File: src/rtl/imem_loader.sv
`default_nettype none
// imem_loader: boot-time loader that assembles a framed byte stream into instruction words,
// writes them to instruction memory and releases the core once the frame checksum matches.
module imem_loader #(
  parameter int         DATA_W     = 24,
  parameter int         ADDR_W     = 12,
  parameter logic [7:0] START_BYTE = 8'hA5
) (
  input  logic              iw_clk,
  input  logic              iw_rst,
  input  logic [7:0]        iw_byte,
  input  logic              iw_byte_valid,
  output logic              ow_byte_ready,
  output logic              ow_mem_we,
  output logic [ADDR_W-1:0] ow_mem_addr,
  output logic [DATA_W-1:0] ow_mem_wdata,
  output logic              or_core_rst,
  output logic              ow_busy,
  output logic              ow_err,
  output logic [ADDR_W:0]   ow_words_loaded
);

  localparam int BYTES = DATA_W / 8;
  localparam int BI_W  = (BYTES > 1) ? $clog2(BYTES) : 1;

  localparam logic [2:0] S_IDLE   = 3'd0;
  localparam logic [2:0] S_LEN_HI = 3'd1;
  localparam logic [2:0] S_LEN_LO = 3'd2;
  localparam logic [2:0] S_DATA   = 3'd3;
  localparam logic [2:0] S_CSUM   = 3'd4;
  localparam logic [2:0] S_DONE   = 3'd5;
  localparam logic [2:0] S_ERR    = 3'd6;

  logic [2:0]        state;
  logic [2:0]        state_next;
  logic [7:0]        len_hi;
  logic [15:0]       len;
  logic [BI_W-1:0]   byte_idx;
  logic [DATA_W-1:0] word_sr;
  logic [7:0]        csum;
  logic [ADDR_W:0]   words;
  logic              core_rst;
  logic              mem_we;
  logic [ADDR_W-1:0] mem_addr;
  logic [DATA_W-1:0] mem_wdata;

  logic              accept;
  logic              start_frame;
  logic              data_byte;
  logic              word_done;
  logic              last_word;
  logic              len_over;
  logic [15:0]       len_next;
  logic [DATA_W-1:0] word_next;

  assign accept    = iw_byte_valid & ~iw_rst;
  assign len_next  = {len_hi, iw_byte};
  assign len_over  = 64'(len_next) > (64'd1 << ADDR_W);
  assign word_done = (byte_idx == BI_W'(BYTES - 1));
  assign last_word = (32'(words) + 32'd1) == 32'(len);
  assign word_next = (word_sr << 8) | DATA_W'(iw_byte);

  always_ff @(posedge iw_clk) begin
    if (iw_rst) state <= S_IDLE;
    else        state <= state_next;
  end

  always_comb begin
    state_next = state;
    if (accept) begin
      case (state)
        S_IDLE, S_DONE, S_ERR: if (iw_byte == START_BYTE) state_next = S_LEN_HI;
        S_LEN_HI:              state_next = S_LEN_LO;
        S_LEN_LO: begin
          if (len_over)              state_next = S_ERR;
          else if (len_next == '0)   state_next = S_CSUM;
          else                       state_next = S_DATA;
        end
        S_DATA:                if (word_done && last_word) state_next = S_CSUM;
        S_CSUM:                state_next = (iw_byte == csum) ? S_DONE : S_ERR;
        default:               state_next = S_IDLE;
      endcase
    end
  end

  always_comb begin
    ow_byte_ready = ~iw_rst;
    ow_busy       = (state == S_LEN_HI) || (state == S_LEN_LO) ||
                    (state == S_DATA)   || (state == S_CSUM);
    ow_err        = (state == S_ERR);
    start_frame   = accept && (iw_byte == START_BYTE) &&
                    ((state == S_IDLE) || (state == S_DONE) || (state == S_ERR));
    data_byte     = accept && (state == S_DATA);
  end

  // Write pipeline registers are separate from word_sr so the next word can start shifting immediately.
  always_ff @(posedge iw_clk) begin
    if (iw_rst) begin
      len_hi    <= '0;
      len       <= '0;
      byte_idx  <= '0;
      word_sr   <= '0;
      csum      <= '0;
      words     <= '0;
      core_rst  <= 1'b1;
      mem_we    <= 1'b0;
      mem_addr  <= '0;
      mem_wdata <= '0;
    end else begin
      mem_we   <= 1'b0;
      core_rst <= (state_next != S_DONE);
      if (start_frame) begin
        words    <= '0;
        csum     <= '0;
        byte_idx <= '0;
      end
      if (accept && (state == S_LEN_HI)) len_hi <= iw_byte;
      if (accept && (state == S_LEN_LO)) len    <= len_next;
      if (data_byte) begin
        word_sr  <= word_next;
        csum     <= csum ^ iw_byte;
        byte_idx <= word_done ? '0 : byte_idx + 1'b1;
        if (word_done) begin
          mem_we    <= 1'b1;
          mem_addr  <= words[ADDR_W-1:0];
          mem_wdata <= word_next;
          words     <= words + 1'b1;
        end
      end
    end
  end

  assign ow_mem_we       = mem_we;
  assign ow_mem_addr     = mem_addr;
  assign ow_mem_wdata    = mem_wdata;
  assign or_core_rst     = core_rst;
  assign ow_words_loaded = words;

endmodule
`default_nettype wire
File: config.mk
export PLATFORM = sky130hd
export DESIGN_NAME = imem_loader
export DESIGN_NICKNAME = d
export VERILOG_FILES = /design/src/rtl/imem_loader.sv
export SDC_FILE = /design/constraint.sdc
export NUM_CORES = 1
export LEC_CHECK = 0
export ABC_AREA = 0
export BUFFER_PORTS_ARGS = -buffer_cell sky130_fd_sc_hd__buf_2
export CAP_MARGIN = 10
export CORE_AREA = 5 5 108 110
export DETAILED_ROUTE_END_ITERATION = 8
export DIE_AREA = 0 0 113 115
export GPL_ROUTABILITY_DRIVEN = 1
export SYNTH_ARGS = -nofsm -noshare
export SYNTH_HDL_FRONTEND = slang
export SYNTH_SLANG_ARGS = --single-unit
File: constraint.sdc
create_clock -name iw_clk -period 5.9 [get_ports iw_clk]
set_input_delay 0.295 -clock iw_clk [delete_from_list [all_inputs] [get_ports iw_clk]]
set_output_delay 0.295 -clock iw_clk [all_outputs]
set_load 0.01 [all_outputs]
==> impl_metrics.toml, run 1 <==
[worst_setup_path]
critPathLaunchType = "flop"
crit_fanout = 51
criticalPathCategory = "reg2reg"
worstPathRequired_ns = 6.18
cp-end-kind = "flop"
reg2reg_depth = 9
critPathArrivalTime_ns = 3.06
crit_path_frequent_cell = "buf_4"
crit_path_top_delay_cell = "dfxtp_1"
path_cells = "nand2b_1, nor2_2, nand3b_1, buf_4, inv_2, a31oi_1, buf_4, a21oi_1, a211oi_1"
cp_slowest_stage_delay_ns = 0.54

[synth]
synth_edf_count = 0
yosysUniqueCellTypes = 56
syn_nets = 622
avgSynthCellArea_um2 = 7.63
syn-cell-area_mm2 = 0.00465
ys_warn_count = 0
synthFlopType = "dfxtp_1"
seq_area_frac_synth_pct = 44.7
synth_seq_cells = 104
synth-async-reset-ratio_pct = 0
synthCells = 610

[clock_network]
cts_resized = 0
cts_tree = "built"
clk_latency_ns = 0.37
root_buffer = "clkbuf_8"
hold_buffers = 0
cts_buffers = 9
clock_sinks = 104
htreeDepth = 3
clk_pin_slew_ns = 0.10
cts_setup_buffers = 0
clockBufferDepth = 2

[flow_run]
cap_viol_max_count = 0

[power]
power.internal_uw = 873
power_frac_comb_pct = 2.8
pwr-share-seq_pct = 60.4
p_leak_nw = 1.90
powerDensity_mw_per_mm2 = 225
clock_power_share_pct = 36.9
swShare_pct = 24.9
ir_drop_mv = 0.0995
switching_power_uw = 290

[sta]
setup_viol_count_final = 0
totalNegativeSetupSlack_ns = 0
period_needed_ns = 2.78
drv_slew = 0
clock.fmax_ghz = 0.359
hold_violations = 0
clock_skew_ns = 0.0142
max_slew_margin_pct = 46.9
post-route-period-util_pct = 47.2
worstMarginPinSlew_ns = 0.796
rsz0062_at_grt = "no"

[drt]
totalWireLength_um = 11600
drc = 0
first_pass_iters = 5
detail_route.wl_per_cell_um = 14.8
drtIter0Drc = 321
viasPerCell = 5.32
via_count = 4180
antenna_left = 0

[hold_path]
holdPathStages = 3
hp-class = "in2reg"

[layout]
area_growth_pct = 11.0
fillers = 1060
final_nets = 653
drive_gt1_share_pct = 14.9
stdcell_count = 786
diodes = 0

[die]
rows = 38
die_y_um = 115
fp.dieW_um = 113
die_area_mm2 = 0.0130
start_util_pct = 43.9
pin_count = 65
core_mm2 = 0.0106

[global_route]
groute.usage.overall_pct = 18.1
grt_max_degree = 64
gr-total-overflow = 0
antenna_found_initial = 0
grt_pass1_wl_um = 19300
grt_pass1_vias = 3759

[placement]
dp.final_hpwl_um = 7830
numPlacedInstances = 770
place_congestion = 0.889
portBuffers = 64

[status]
outcome = "finished, final reports clean"
## through the flow
stage / total power [mW] / cell area (um^2) / hold slack (ns) / setup WS, ns / utilization (%)
finish: 1.16 / 5160 / 0.244 / 3.12 / 48.7
global route: 1.22 / 5160 / 0.252 / 2.82 / 48.7
CTS: 1.18 / 5160 / 0.229 / 3.10 / 48.7
detailed placement: 0.750 / 4980 / 0.444 / 3.13 / 47.0
global placement: 0.750 / 4980 / 0.437 / 3.15 / 47.0
floorplan: 0.739 / 4650 / 0.404 / 3.75 / -
## layout make-up
type / count / area [um^2] / area share, %
multi-input cells: 451 / 2340 / 45.3
flip-flops and latches: 104 / 2080 / 40.3
repair buffers: 70 / 365 / 7.07
well taps: 140 / 175 / 3.39
clock buffers: 10 / 128 / 2.47
clock inverters: 6 / 57.6 / 1.11
inverters: 5 / 18.8 / 0.363
## cell families after synthesis
group                    Yosys count  share of synthesized area, %
adder cells (fa/ha/maj)            2                         0.484
flip-flops                       104                          44.7
multiplexers                       2                         0.430
AO/OA/AOI/OAI                    157                          18.7
AND/OR/NAND/NOR                  272                          27.2
buffers and inverters             55                          5.11
XOR/XNOR                          18                          3.39
## cells in the final DEF (no fill, tap or decap), drive strengths merged, types with 6 or more instances in the layout
cell type,count
a21oi,64
nor3,9
o21ai,65
nor2,31
inv,9
or3,6
nand2,164
nand3b,12
xnor2,11
clkbuf,10
buf,70
dfxtp,104
xor2,7
nand3,10
nand2b,11
## final timing paths
kind                            slack (ns)             endpoint   startpoint
worst max-delay path                  3.12  ow_words_loaded[12]     state[2]
worst min-delay path                  0.24            len_hi[1]   iw_byte[1]
worst max register to register        3.12  ow_words_loaded[12]     state[2]
worst min register to register        0.45     ow_mem_wdata[21]  word_sr[13]
## flip-flops by register name (all words and copies together) (netlist names)
register and cells:
ow_mem_addr 12, word_sr 16, ow_mem_we 1, ow_words_loaded 13, len 16, byte_idx 2, or_core_rst 1, state 3
len_hi 8, csum 8, ow_mem_wdata 24
## power by group through the flow
stage | combinational, mW | clock, mW | sequential, mW
3_3_place_gp | 0.0320 | 0 | 0.718
4_1_cts | 0.0325 | 0.444 | 0.702
2_1_floorplan | 0.0210 | 0 | 0.718
6_report | 0.0321 | 0.429 | 0.702
5_1_grt | 0.0351 | 0.478 | 0.702
3_5_place_dp | 0.0324 | 0 | 0.718
## critical path, delay by kind of cell, from the launching register on
family	cells	cell delay (ns)
DFF	1	0.54
AOI/OAI and AO/OA	3	0.59
buffers and inverters	3	1.16
and+or+nand+nor	3	0.41
## cells in the mapped netlist, types with 2 or more instances
library cell | instances | area (um^2)
nand2_1 | 164 | 616
dfxtp_1 | 104 | 2080
a21oi_1 | 64 | 320
o21ai_1 | 42 | 210
clkbuf_1 | 36 | 135
nor2_1 | 29 | 109
o21ai_0 | 23 | 115
nand3b_1 | 12 | 90.1
nand2b_1 | 11 | 68.8
xnor2_1 | 11 | 96.3
buf_2 | 10 | 50.1
nand3_1 | 10 | 50.1
nor3_1 | 9 | 45.0
xor2_1 | 7 | 61.3
or3_1 | 6 | 37.5
a31oi_1 | 5 | 31.3
nor4_1 | 4 | 25.0
a21o_1 | 3 | 22.5
and2_1 | 3 | 18.8
buf_4 | 3 | 22.5
inv_1 | 3 | 11.3
nand4_1 | 3 | 18.8
o2111ai_1 | 3 | 26.3
o211ai_1 | 3 | 22.5
a211oi_1 | 2 | 15.0
a22oi_1 | 2 | 15.0
and3_1 | 2 | 12.5
inv_2 | 2 | 7.51
mux2i_1 | 2 | 20.0
nand4b_1 | 2 | 17.5
nor2_2 | 2 | 12.5
or3b_1 | 2 | 17.5
or4_1 | 2 | 15.0
or4b_1 | 2 | 20.0
## per-layer routing
layer | part of all wire (%) | track usage, %
met5 | 0 | 0
met4 | 1.4 | 5.29
met3 | 6.3 | 3.00
met2 | 47 | 28.9
met1 | 45 | 25.3
Note: power is estimated with default switching activity, not from simulation.
==> run 2, diff against run 1 <==
clock period = 2.75 ns   (was 5.9 ns; I/O delays follow)
==> impl_metrics.toml, run 2 (same netlist as run 1, synthesis figures left out) <==
[clock_network]
htreeDepth = 3
root_buffer = "clkbuf_8"
cts_resized = 0
cts_tree = "built"
cts_setup_buffers = 0
cts_buffers = 9
clk_latency_ns = 0.37
hold_buffers = 0
clock_sinks = 104
clockBufferDepth = 2
clk_pin_slew_ns = 0.10

[worst_setup_path]
worstPathRequired_ns = 3.01
rrSetupSlack_ns = 0.32
criticalPathCategory = "reg2reg"
crit_fanout = 9
critPathLaunchType = "flop"
worstReg2RegEnd = "or_core_rst"
cp-end-kind = "flop"
reg2reg_depth = 8
critPathArrivalTime_ns = 2.69
r2r_start = "ow_words_loaded[0]"

[global_route]
gr-total-overflow = 0
grt_pass1_vias = 3943
grt_pass1_wl_um = 19400
grt_max_degree = 64
groute.usage.overall_pct = 18.4
antenna_found_initial = 0

[layout]
fin_area_mm2 = 0.00521
largest_register_ffs = 24
stdcell_count = 792
final_common_cell = "nand2_1"
drive_gt1_share_pct = 15.6
fin_util_pct = 49.2
diodes = 0
area_growth_pct = 12.0
final_cell_mix = "nand2_1, dfxtp_1, a21oi_1, buf_2, o21ai_1"
final_nets = 659

[die]
die_area_mm2 = 0.0130
rows = 38
core_mm2 = 0.0106
fp.dieW_um = 113
die_y_um = 115
start_util_pct = 43.9
pin_count = 65

[placement]
pre_cts_ws_ns = 0.347
dp.final_hpwl_um = 7960
numPlacedInstances = 776
placed_area_mm2 = 0.00502
place_congestion = 0.836
portBuffers = 64

[sta]
period_needed_ns = 2.43
worst_slack_ns = 0.324
drv_slew = 0
clock_skew_ns = 0.0146
hold-worst-slack_ns = 0.0534
clock.fmax_ghz = 0.412
worstMarginPinSlew_ns = 0.695
post-route-period-util_pct = 88.2
max_slew_margin_pct = 53.7
totalNegativeSetupSlack_ns = 0
rsz0062_at_grt = "no"
hold_violations = 0
setup_viol_count_final = 0

[power]
p_leak_nw = 1.94
powerDensity_mw_per_mm2 = 482
power_mw = 2.51
ir_drop_mv = 0.255

[status]
outcome = "finished, final reports clean"

[drt]
first_pass_iters = 4
via_count = 4164
detail_route.wl_per_cell_um = 14.8
totalWireLength_um = 11700
antenna_left = 0
drtIter0Drc = 281
viasPerCell = 5.26
drc = 0

[hold_path]
hp-class = "in2reg"
worstHoldEndpoint = "len_hi[1]"
worstHoldStart = "iw_byte[1]"
holdPathStages = 3

[flow_run]
cap_viol_max_count = 0
[run 2: cell types whose count changed in the layout (fill, tap and decap cells not counted), sizes merged]
cell	previous run	this run
buf	70	76
clkbuf	10	12
clkinv	2	1
inv	9	8
[run 2: layout make-up]
type | count | area, um^2
fill | 1076 | 5390
multi-input combinational | 451 | 2340
sequential | 104 | 2080
timing repair buffer | 76 | 410
tap | 140 | 175
clock buffer | 12 | 155
clock inverter | 4 | 33.8
inverter | 5 | 18.8
[run 2: report_power, final]
part	total [mW]	switching [mW]	internal (mW)
clock network	0.937	0.545	0.392
logic	0.0691	0.0541	0.0150
registers	1.51	0.000324	1.50
[run 2: metal layers]
| layer | vias to the layer above | global-route usage [%] | share of wire, % |
|---|---|---|---|
| met5 | - | 0 | 0 |
| met4 | 0 | 7.13 | 2.2 |
| met3 | 19 | 3.68 | 6.0 |
| met2 | 106 | 28.9 | 46 |
| met1 | 1897 | 24.9 | 46 |
| li1 | 2142 | - | - |
[run 2: worst max path at each step]
stage               cells after the start          end               start  slack, ns
global placement                        8  or_core_rst  ow_words_loaded[0]       0.39
CTS                                     8  or_core_rst  ow_words_loaded[0]       0.31
detailed placement                      8  or_core_rst  ow_words_loaded[0]       0.35
finish                                  8  or_core_rst  ow_words_loaded[0]       0.32
global route                            8  or_core_rst  ow_words_loaded[0]       0.11
floorplan                               8  or_core_rst  ow_words_loaded[1]       0.60
[run 2: critical path, stage by stage (launching register included)]
cell	delay (ns)
dfxtp_1	0.42
ha_1	0.31
and3_1	0.27
and4_4	0.24
or3b_1	0.36
a31oi_1	0.17
o2111ai_1	0.17
o21a_1	0.23
nand3b_1	0.14
==> run 3, diff against run 2 <==
PLACE_DENSITY = 0.67   (was unset)
clock period = 2.2 ns   (was 2.75 ns; I/O delays follow)
==> impl_metrics.toml, run 3 (same netlist as run 1, synthesis figures left out) <==
[worst_setup_path]
worstReg2RegEnd = "or_core_rst"
rrSetupSlack_ns = 0.09
cp-startpoint = "ow_words_loaded[0]"
criticalPathCategory = "reg2reg"
r2r_start = "ow_words_loaded[0]"
cp-end-kind = "flop"
crit_fanout = 4
critPathLaunchType = "flop"
critPathArrivalTime_ns = 2.35
endpoint = "or_core_rst"
reg2reg_depth = 8
worstPathRequired_ns = 2.44

[clock_network]
clk_pin_slew_ns = 0.10
cts_tree = "built"
htreeDepth = 3
hold_buffers = 0
cts_buffers = 9
clock_sinks = 104
clk_latency_ns = 0.36
root_buffer = "clkbuf_8"
clockBufferDepth = 2

[global_route]
grt_pass1_vias = 3976
gr-total-overflow = 0
grt_max_degree = 64
antenna_found_initial = 0
groute.usage.overall_pct = 18.0
grt_pass1_wl_um = 19400

[sta]
drv_slew = 0
period_needed_ns = 2.11
post-route-period-util_pct = 95.9
hold_violations = 0
setup_viol_count_final = 0
clock.fmax_ghz = 0.474
max_slew_margin_pct = 54.7
worstMarginPinSlew_ns = 0.679
clock_skew_ns = 0.0117

[hold_path]
hp-class = "in2reg"

[power]
power_frac_comb_pct = 2.9
p_leak_nw = 2.10
switching_power_uw = 747
powerDensity_mw_per_mm2 = 581
power_mw = 3.20
swShare_pct = 23.4
power.internal_mw = 2.45
pwr-share-seq_pct = 58.8
ir_drop_mv = 0.391
clock_power_share_pct = 38.3

[layout]
drive_gt1_share_pct = 20.7
seqCellArea_mm2 = 0.00209
final_nets = 689
fillers = 1028
final_common_cell = "nand2_1"
diodes = 0
largest_register_ffs = 24
area_growth_pct = 18.2
fin_util_pct = 51.9
final_cell_mix = "nand2_1, dfxtp_1, a21oi_1, buf_2, o21ai_1"
multiInputGateArea_mm2 = 0.00238

[drt]
antenna_left = 0
via_count = 4341
first_pass_iters = 5
detail_route.wl_per_cell_um = 14.4
totalWireLength_um = 11800
drc = 0
drtIter0Drc = 237
viasPerCell = 5.28

[die]
pin_count = 65
start_util_pct = 43.9
core_mm2 = 0.0106
die_area_mm2 = 0.0130
fp.dieW_um = 113
die_y_um = 115
rows = 38

[placement]
portBuffers = 64
dp.final_hpwl_um = 8290
place_congestion = 0.853

[flow_run]
cap_viol_max_count = 0

[status]
outcome = "finished, final reports clean"
## run 3: changes by cell type in the layout (fill, tap and decap cells not counted), moves of 2 or more
cell	before	now
clkinv_4	0	3
clkbuf_8	11	9
buf_4	12	41
dfxtp_1	104	101
dfxtp_2	0	2
## run 3: layout make-up
class	count	area share (%)
multi-input combinational	451	43.2
sequential	104	38.0
timing repair buffer	106	11.6
tap	140	3.18
clock buffer	10	2.32
clock inverter	6	1.39
inverter	5	0.341
## run 3: worst min path at each step
stage,start,to,slack [ns],cells after the start
2_1_floorplan,iw_byte[1],word_sr[1],0.22,2
3_3_place_gp,iw_byte[5],word_sr[5],0.42,3
3_5_place_dp,iw_byte[1],len_hi[1],0.42,3
4_1_cts,iw_byte[1],len_hi[1],0.04,3
5_1_grt,iw_byte[5],ow_mem_wdata[5],0.04,3
6_report,iw_byte[1],len_hi[1],0.04,3
## run 3: layer usage
metal | vias up | routed length, um | share of wire [%] | track usage, %
met3 | 8 | 681 | 5.8 | 2.74
met5 | - | 0 | 0 | 0
li1 | 2200 | - | - | -
met4 | 0 | 93 | 0.79 | 4.97
met1 | 2018 | 5570 | 47 | 25.0
met2 | 115 | 5450 | 46 | 29.4
## run 3: stage by stage
stage | area [um^2] | setup slack [ns] | cells | TNS, ns | hold slack, ns
floorplan | 4650 | 0.0486 | 610 | 0 | 0.219
finish | 5500 | 0.0909 | 822 | 0 | 0.0431
detailed placement | 5230 | -0.0184 | 803 | -0.0184 | 0.424
global route | 5500 | -0.00742 | 822 | -0.00742 | 0.0440
CTS | 5440 | 0.00105 | 819 | 0 | 0.0388
global placement | 5230 | 0.000283 | 803 | 0 | 0.415
## run 3: repair_timing
action / 4_1_cts / 5_1_grt
pin swaps: 2 / 8
gates cloned: 0 / 0
gates resized for setup: 2 / 13
buffers inserted: 0 / 3
endpoints found under the setup margin: 1 / 2
## run 3: power groups by stage
stage	clock [mW]	sequential [mW]	combinational, mW
after floorplan	0	1.93	0.0564
after global placement	0	1.93	0.0923
after detailed placement	0	1.93	0.0924
after CTS	1.24	1.88	0.0926
after global routing	1.32	1.88	0.100
final	1.22	1.88	0.0925
## run 3: critical path, stage by stage, from the launching register on
cell       delay (ns)
dfxtp_4          0.37
ha_4             0.16
and3_4           0.18
and4_4           0.18
or3b_1           0.35
a31oi_1          0.21
o2111ai_2        0.17
o21a_1           0.22
nand3b_1         0.14
